File: config.mk
export PLATFORM = sky130hd
export DESIGN_NAME = dmem_dma_engine
export DESIGN_NICKNAME = d
export VERILOG_FILES = /design/src/rtl/dmem_pkg.sv /design/src/rtl/dmem_dma_engine.sv
export SDC_FILE = /design/constraint.sdc
export NUM_CORES = 1
export LEC_CHECK = 0
export CORE_ASPECT_RATIO = 1.75
export CORE_MARGIN = 4
export CORE_UTILIZATION = 51
export DETAILED_ROUTE_END_ITERATION = 6
export GPL_TIMING_DRIVEN = 0
export PLACE_DENSITY_LB_ADDON = 0.1
export SKIP_LAST_GASP = 1
export SLEW_MARGIN = 30
export SYNTH_ARGS = -nofsm -noshare
export SYNTH_HDL_FRONTEND = slang
export SYNTH_SLANG_ARGS = --single-unit
export TNS_END_PERCENT = 20
File: constraint.sdc
create_clock -name clk -period 5.55 [get_ports clk]
set_clock_uncertainty 0.1 [all_clocks]
set_input_delay 0.8325 -clock clk [delete_from_list [all_inputs] [get_ports clk]]
set_output_delay 0.8325 -clock clk [all_outputs]
set_load 0.01 [all_outputs]
File: src/rtl/dmem_pkg.sv
// Shared data-memory definitions: geometry and DMA engine state encoding.
package dmem_pkg;

  localparam int DMEM_ADDR_W = 10;
  localparam int DMEM_WORDS  = 1 << DMEM_ADDR_W;
  localparam int DMA_LEN_W   = DMEM_ADDR_W + 1;

  typedef enum logic [1:0] {
    DMA_IDLE = 2'd0,
    DMA_RD   = 2'd1,
    DMA_WR   = 2'd2,
    DMA_DONE = 2'd3
  } dma_state_e;

endpackage

File: src/rtl/dmem_dma_engine.sv
// Initiator-side DMA engine: block COPY or FILL over the word-addressed
// data memory port, one access per granted cycle.
module dmem_dma_engine
  import dmem_pkg::*;
#(
  parameter int ADDR_W = DMEM_ADDR_W,
  parameter int LEN_W  = DMA_LEN_W
) (
  input  logic              clk,
  input  logic              reset,
  input  logic              start,
  input  logic              op_fill,
  input  logic [ADDR_W-1:0] src_addr,
  input  logic [ADDR_W-1:0] dst_addr,
  input  logic [LEN_W-1:0]  len,
  input  logic [31:0]       fill_value,
  output logic              busy,
  output logic              done,
  input  logic              mem_grant,
  output logic              mem_read,
  output logic              mem_write,
  output logic [31:0]       mem_addr,
  output logic [31:0]       mem_wdata,
  input  logic [31:0]       mem_rdata
);

  dma_state_e        r_state;
  logic              r_op_fill;
  logic [ADDR_W-1:0] r_src;
  logic [ADDR_W-1:0] r_dst;
  logic [LEN_W-1:0]  r_rem;
  logic [31:0]       r_fill_value;
  logic [31:0]       r_data_buf;
  logic              r_busy;
  logic              r_done;
  logic              r_mem_read;
  logic              r_mem_write;

  logic [ADDR_W-1:0] w_src_inc;
  logic [ADDR_W-1:0] w_dst_inc;
  logic              w_last;

  // Increments wrap at 2**ADDR_W by construction of the width.
  assign w_src_inc = r_src + ADDR_W'(1);
  assign w_dst_inc = r_dst + ADDR_W'(1);
  assign w_last    = (r_rem == LEN_W'(1));

  always_ff @(posedge clk or posedge reset) begin
    if (reset) begin
      r_state      <= DMA_IDLE;
      r_op_fill    <= 1'b0;
      r_src        <= '0;
      r_dst        <= '0;
      r_rem        <= '0;
      r_fill_value <= '0;
      r_data_buf   <= '0;
      r_busy       <= 1'b0;
      r_done       <= 1'b0;
      r_mem_read   <= 1'b0;
      r_mem_write  <= 1'b0;
    end else begin
      unique case (r_state)
        DMA_IDLE: begin
          if (start) begin
            r_op_fill    <= op_fill;
            r_src        <= src_addr;
            r_dst        <= dst_addr;
            r_rem        <= len;
            r_fill_value <= fill_value;
            r_busy       <= 1'b1;
            if (len == '0) begin
              r_state <= DMA_DONE;
              r_done  <= 1'b1;
            end else if (op_fill) begin
              r_state     <= DMA_WR;
              r_mem_write <= 1'b1;
            end else begin
              r_state    <= DMA_RD;
              r_mem_read <= 1'b1;
            end
          end
        end
        DMA_RD: begin
          if (mem_grant) begin
            r_data_buf  <= mem_rdata;
            r_state     <= DMA_WR;
            r_mem_read  <= 1'b0;
            r_mem_write <= 1'b1;
          end
        end
        DMA_WR: begin
          if (mem_grant) begin
            r_dst <= w_dst_inc;
            r_rem <= r_rem - LEN_W'(1);
            if (!r_op_fill) begin
              r_src <= w_src_inc;
            end
            if (w_last) begin
              r_state     <= DMA_DONE;
              r_done      <= 1'b1;
              r_mem_write <= 1'b0;
            end else if (!r_op_fill) begin
              r_state     <= DMA_RD;
              r_mem_read  <= 1'b1;
              r_mem_write <= 1'b0;
            end
          end
        end
        DMA_DONE: begin
          r_state <= DMA_IDLE;
          r_done  <= 1'b0;
          r_busy  <= 1'b0;
        end
      endcase
    end
  end

  assign busy      = r_busy;
  assign done      = r_done;
  assign mem_read  = r_mem_read;
  assign mem_write = r_mem_write;

  // Address and data are steered straight from the held registers so a
  // stalled access presents identical values until it is granted.
  always_comb begin
    mem_addr  = '0;
    mem_wdata = '0;
    unique case (r_state)
      DMA_RD: begin
        mem_addr = {{(32-ADDR_W){1'b0}}, r_src};
      end
      DMA_WR: begin
        mem_addr  = {{(32-ADDR_W){1'b0}}, r_dst};
        mem_wdata = r_op_fill ? r_fill_value : r_data_buf;
      end
      DMA_IDLE, DMA_DONE: begin
        mem_addr  = '0;
        mem_wdata = '0;
      end
    endcase
  end

endmodule

==> impl_metrics.toml, run 1 <==
[placement]
gp_congestion = 0.9069
hpwlAfterDp_mm = 11.99
placedCellCount = 813
portBuffers = 145
dp_slack_ns = 2.489

[synthesis]
synthArstFlopShare_pct = 100.0
yosysWarnings = 0
syn-mean-instance-area_um2 = 10.58
netlist_instances = 519
synth_area_leaders = "dfrtp_1 46%, mux2_2 13%, mux2i_1 6.4%"
synthDistinctLibCells = 56
synth_top_flop_cell = "dfrtp_1"
synth.top_cell.area_share_pct = 46.48
synth_edf_count = 0
netlist_top_cells_count = "102 x dfrtp_1, 65 x mux2_2, 53 x nor2_1, 35 x mux2i_1, 31 x buf_4"
synth.most_common_cell = "dfrtp_1"
ys_seq_elements = 102
synth_area_um2 = 5492
ys_seq_area_share_pct = 46.48
synth.largest_area_cell = "dfrtp_1"

[timing]
rsz0062_at_grt = "no"
max_freq_mhz = 289.7
min_period_ns = 3.452
finalWorstSetupSlack_ns = 2.098
worst_hold_slack_ns = 0.3979
finalSetupTns_ns = 0
maxSlewViolCount = 0
timing.final.crit_share_pct = 62.20
setup_viol = 0
worst_pin_slew_ns = 0.7621
final_hold_viol_count = 0
relSlewSlack_pct = 49.19

[worst_setup_path]
arrival_ns = 2.52
startpoint = "r_state[0]"
crit_slowest_cell = "clkdlybuf4s50_1"
rrSetupSlack_ns = 3.58
r2r_start = "r_rem[0]"
crit_type = "reg2out"
crit_chain = "buf_4 -> nand2b_4 -> buf_4 -> buf_2 -> buf_2 -> nor2_1 -> clkdlybuf4s50_1"
worst_r2r_endpoint = "r_rem[10]"
crit_required_ns = 4.62
crit_buf_inv = 5
max_stage_delay_ns = 0.57
crit_path_end_kind = "output pin"
startpoint_type = "register"
critPathTopFamily = "buffers and inverters"
worstRegToRegCells = 6
crit_fanout = 10

[detailed_routing]
via_count = 4753
finalWirelength_mm = 15.70
antenna_left = 0
wl_per_cell_um = 18.96
dr.pass1.iters = 5
vias_per_cell = 5.740
drc = 0
drt_iter0_markers = 322

[die]
die_area_um2 = 12560
die_w_um = 86.44
ios = 168
start_util_pct = 52.69
core-area_um2 = 10420
rows = 49
die_y_um = 145.3

[global_route]
grt_use_total_pct = 24.97
grt_pass1_vias = 5007
grt_pass1_wl_mm = 24.66
antenna_found_initial = 0
grt.overflow.total = 0
grt_max_degree = 55

[outcome]
status = "complete, no violations"

[cts]
post_cts_buffers = 0
cts.sinks = 102
cts_tree = "built"
htreeDepth = 3
path_clk_slew_ns = 0.07
clock-root-buffer = "clkbuf_16"
worstSkewPairLatency_ns = 0.35
clockBufferDepth = 2
cts_buffers = 9
hold_buffers = 0
post_cts_resized = 0

[worst_hold_path]
hold_depth = 2
hold_end = "mem_read"
hp-class = "reg2reg"
min_from = "mem_read"

[run]
maxCapViolCount = 0

[final_layout]
instances_no_fill = 828
postLayoutCoreUtil_pct = 71.91
drive_above_1_share_pct = 20.40
fin_nets = 801
antennaDiodeCount = 0
synthToLayoutAreaGrowth_pct = 36.48

[power]
p_leak_nw = 3.205
p_per_area_nw_per_um2 = 546.1
vdd_ir_drop_max_v = 0.0003052
==> cells by family after synthesis <==
| logic type | count (synthesis) | share of synthesized area, % |
|---|---|---|
| compound gates | 117 | 13.76 |
| mux | 100 | 19.71 |
| buf+inv | 61 | 6.699 |
| simple gates | 134 | 12.37 |
| flops | 102 | 46.48 |
| fa+ha+maj | 4 | 0.9114 |
| other cells | 1 | 0.06829 |
==> routing by layer <==
metal,vias up,share of wire [%],global-route usage (%)
met4,0,4.0,12.40
met2,229,56,45.71
met1,2288,34,26.29
li1,2188,-,-
met3,48,6.4,4.821
met5,-,0,0
==> worst register-to-register path, cell delays in order, from the launching register on <==
cell       delay (ns)
dfrtp_1          0.46
inv_1            0.09
ha_1             0.22
or4b_4           0.53
nor4b_2          0.23
o21ai_1          0.09
o2bb2ai_1        0.13
==> layout by cell type (no fill, tap or decap), drive strengths merged, types with 8 or more instances in the layout <==
master / netlist / layout
dfrtp: 102 / 102
nor2: 54 / 54
conb: 1 / 22
nand2: 26 / 26
nand3: 8 / 8
mux2: 65 / 65
clkbuf: 1 / 10
buf: 53 / 54
clkdlybuf4s50: 0 / 145
inv: 7 / 9
mux2i: 35 / 35
a21oi: 31 / 31
o21ai: 32 / 32
nor3: 9 / 9
==> stage by stage <==
step	power [W]	instance area (µm²)
detailed placement	0.003493	7213
CTS	0.004109	7495
floorplan	0.002684	5570
global route	0.004368	7495
global placement	0.003412	7181
finish	0.004093	7495
==> power by group <==
| group | leakage [nW] | internal, W | switching (W) |
|---|---|---|---|
| Clock | 0.136 | 0.000310 | 0.000293 |
| Sequential | 1.20 | 0.00112 | 0.000284 |
| Combinational | 1.87 | 0.00106 | 0.00103 |
==> worst max path at each step <==
stage                            end  cells past startpoint
floorplan                       busy                      1
global placement    r_fill_value[14]                      2
detailed placement      mem_wdata[1]                      7
CTS                    mem_wdata[27]                      7
global route            mem_wdata[1]                      7
finish                  mem_wdata[1]                      7
==> state kept, by name, summed over array words and instances (netlist names) <==
signal	flops
mem_read	1
done	1
r_src	10
r_op_fill	1
r_dst	10
mem_write	1
r_state	2
r_fill_value	32
r_data_buf	32
r_rem	11
busy	1
==> area by class of cell <==
type | instances | area, µm²
flip-flops and latches | 102 | 2552
inverters | 7 | 31.28
well taps | 127 | 158.9
clock inverters | 6 | 56.30
repair buffers | 146 | 1479
plain buffers | 54 | 341.6
clock buffers | 9 | 225.2
fillers | 817 | 2928
multi-input cells | 377 | 2650
Power figures use the tool's default switching activity.
==> run 2: changes to the inputs <==
--- a/config.mk
+++ b/config.mk
@@ -7,7 +7,7 @@
 export LEC_CHECK = 0
 export CORE_ASPECT_RATIO = 1.75
 export CORE_MARGIN = 4
-export CORE_UTILIZATION = 51
+export CORE_UTILIZATION = 47
 export DETAILED_ROUTE_END_ITERATION = 6
 export GPL_TIMING_DRIVEN = 0
 export PLACE_DENSITY_LB_ADDON = 0.1
==> constraint.sdc (replaced) <==
create_clock -name clk -period 3.24 [get_ports clk]
set_clock_uncertainty 0.1 [all_clocks]
set_input_delay 0.486 -clock clk [delete_from_list [all_inputs] [get_ports clk]]
set_output_delay 0.486 -clock clk [all_outputs]
set_load 0.01 [all_outputs]
==> impl_metrics.toml, run 2 (synthesis gave the netlist of run 1 again) <==
[worst_hold_path]
min_from = "mem_read"
hold_end = "mem_read"
hold_depth = 2
hp-class = "reg2reg"

[power]
p_leak_nw = 3.217
switching_power_w = 0.002754
power_frac_seq_pct = 34.2
p_per_area_nw_per_um2 = 931.7
switching_share_pct = 39.22
p_total_w = 0.007021
vdd_ir_drop_max_v = 0.0005151
combPwrFrac_pct = 50.9
clkPwrFrac_pct = 14.9
internal_power_w = 0.004268

[worst_setup_path]
worst_r2r_endpoint = "r_rem[10]"
critPathTopFamily = "buffers and inverters"
crit_type = "reg2out"
crit_chain = "buf_4 -> nand2b_4 -> buf_4 -> buf_2 -> buf_2 -> nor2_1 -> clkdlybuf4s50_1"
crit_required_ns = 2.65
crit_slowest_cell = "clkdlybuf4s50_1"
startpoint_type = "register"
rrSetupSlack_ns = 1.29
crit_buf_inv = 5
r2r_start = "r_rem[0]"
max_stage_delay_ns = 0.53
worstRegToRegCells = 6
crit_fanout = 10
arrival_ns = 2.55
crit_path_end_kind = "output pin"

[placement]
gp_congestion = 0.9200
portBuffers = 145
hpwlAfterDp_mm = 12.11

[detailed_routing]
dr.pass1.iters = 5
via_count = 4765
finalWirelength_mm = 15.78
antenna_left = 0
vias_per_cell = 5.686
wl_per_cell_um = 18.83
drt_iter0_markers = 242
drc = 0

[global_route]
grtUsageMet1_pct = 23.08
grt_pass1_vias = 5121
use_met3_pct = 4.970
grt_max_degree = 29
grt.overflow.total = 0
grt_use_total_pct = 23.26
top_usage_layer = "met2"
grt_pass1_wl_mm = 25.25
antenna_found_initial = 0
grt_use_met2_pct = 46.64

[timing]
min_period_ns = 3.135
finalSetupTns_ns = 0
maxSlewViolCount = 0
timing.final.crit_share_pct = 96.76
max_freq_mhz = 319.0
relSlewSlack_pct = 49.93
worst_hold_slack_ns = 0.4027
worst_pin_slew_ns = 0.7511
rsz0062_at_grt = "no"
final_hold_viol_count = 0
setup_viol = 0

[die]
start_util_pct = 47.69
die_area_um2 = 13550
die_w_um = 89.71
core-area_um2 = 11520
rows = 52
die_y_um = 151.0
ios = 168

[final_layout]
final_cell_mix = "145 x clkdlybuf4s50_1, 102 x dfrtp_1, 65 x mux2_2, 53 x nor2_1, 35 x mux2i_1"
fin_nets = 803
layout.cells.most_common = "clkdlybuf4s50_1"
drive_above_1_share_pct = 20.63
synthToLayoutAreaGrowth_pct = 37.23
antennaDiodeCount = 0
reg_top3 = "r_data_buf (32), r_fill_value (32), r_rem (11)"

[cts]
cts_buffers = 9
worstSkewPairLatency_ns = 0.35
clock-root-buffer = "clkbuf_16"
clockBufferDepth = 2
post_cts_buffers = 0
path_clk_slew_ns = 0.08
htreeDepth = 3
post_cts_resized = 0
hold_buffers = 0
cts_tree = "built"
cts.sinks = 102

[outcome]
status = "complete, no violations"

[run]
maxCapViolCount = 0
-- run 2: metal layers --
metal  vias up  routed length (µm)
li1       2188                   -
met3        40                1033
met4         0                 541
met2       206                8872
met5         -                   0
met1      2331                5333
-- run 2: how the worst max path moves through the flow --
stage          startpoint              end  slack (ns)  cells past startpoint
2_1_floorplan  r_state[0]    mem_wdata[10]        1.28                      6
3_3_place_gp        reset  r_fill_value[4]        0.38                      2
3_5_place_dp   r_state[0]     mem_wdata[3]        0.50                      7
4_1_cts        r_state[0]    mem_wdata[25]        0.13                      7
5_1_grt        r_state[0]    mem_wdata[30]        0.05                      7
6_report       r_state[0]    mem_wdata[25]        0.11                      7
-- run 2: cell type report --
type	count	area, µm²
fillers	966	3980
multi-input cells	377	2650
flip-flops and latches	102	2552
repair buffers	148	1511
plain buffers	54	341.6
clock buffers	9	225.2
well taps	135	168.9
clock inverters	6	56.30
inverters	7	30.03
-- run 2: power groups by stage --
stage / clock, W / combinational (W) / sequential [W]
3_3_place_gp: 0 / 0.00350 / 0.00236
4_1_cts: 0.00106 / 0.00360 / 0.00239
2_1_floorplan: 0 / 0.00233 / 0.00227
6_report: 0.00104 / 0.00358 / 0.00240
5_1_grt: 0.00111 / 0.00391 / 0.00248
3_5_place_dp: 0 / 0.00358 / 0.00240
-- run 2: worst register-to-register path, stage by stage (launching register included) --
cell and delay [ns]:
dfrtp_1 0.46, inv_1 0.09, ha_1 0.20, or4b_4 0.53
nor4b_2 0.23, o21ai_1 0.09, o2bb2ai_1 0.14
-- run 2: metrics by stage --
stage                     instances  setup WS (ns)  utilization [%]  cell area (µm²)
after global placement          820         0.3770            62.47             7194
after detailed placement        823         0.5049            62.99             7254
final                           838         0.1051            65.44             7536
after global routing            838        0.04963            65.44             7536
after CTS                       838         0.1306            65.44             7536
after floorplan                 540          1.282                -             5574
==> run 3: changes to the inputs <==
--- a/config.mk
+++ b/config.mk
@@ -5,6 +5,7 @@
 export SDC_FILE = /design/constraint.sdc
 export NUM_CORES = 1
 export LEC_CHECK = 0
+export CAP_MARGIN = 5
 export CORE_ASPECT_RATIO = 1.75
 export CORE_MARGIN = 4
 export CORE_UTILIZATION = 47
==> results of run 3 <==
No change in the layout: final DEF, timing and power equal those of run 2.
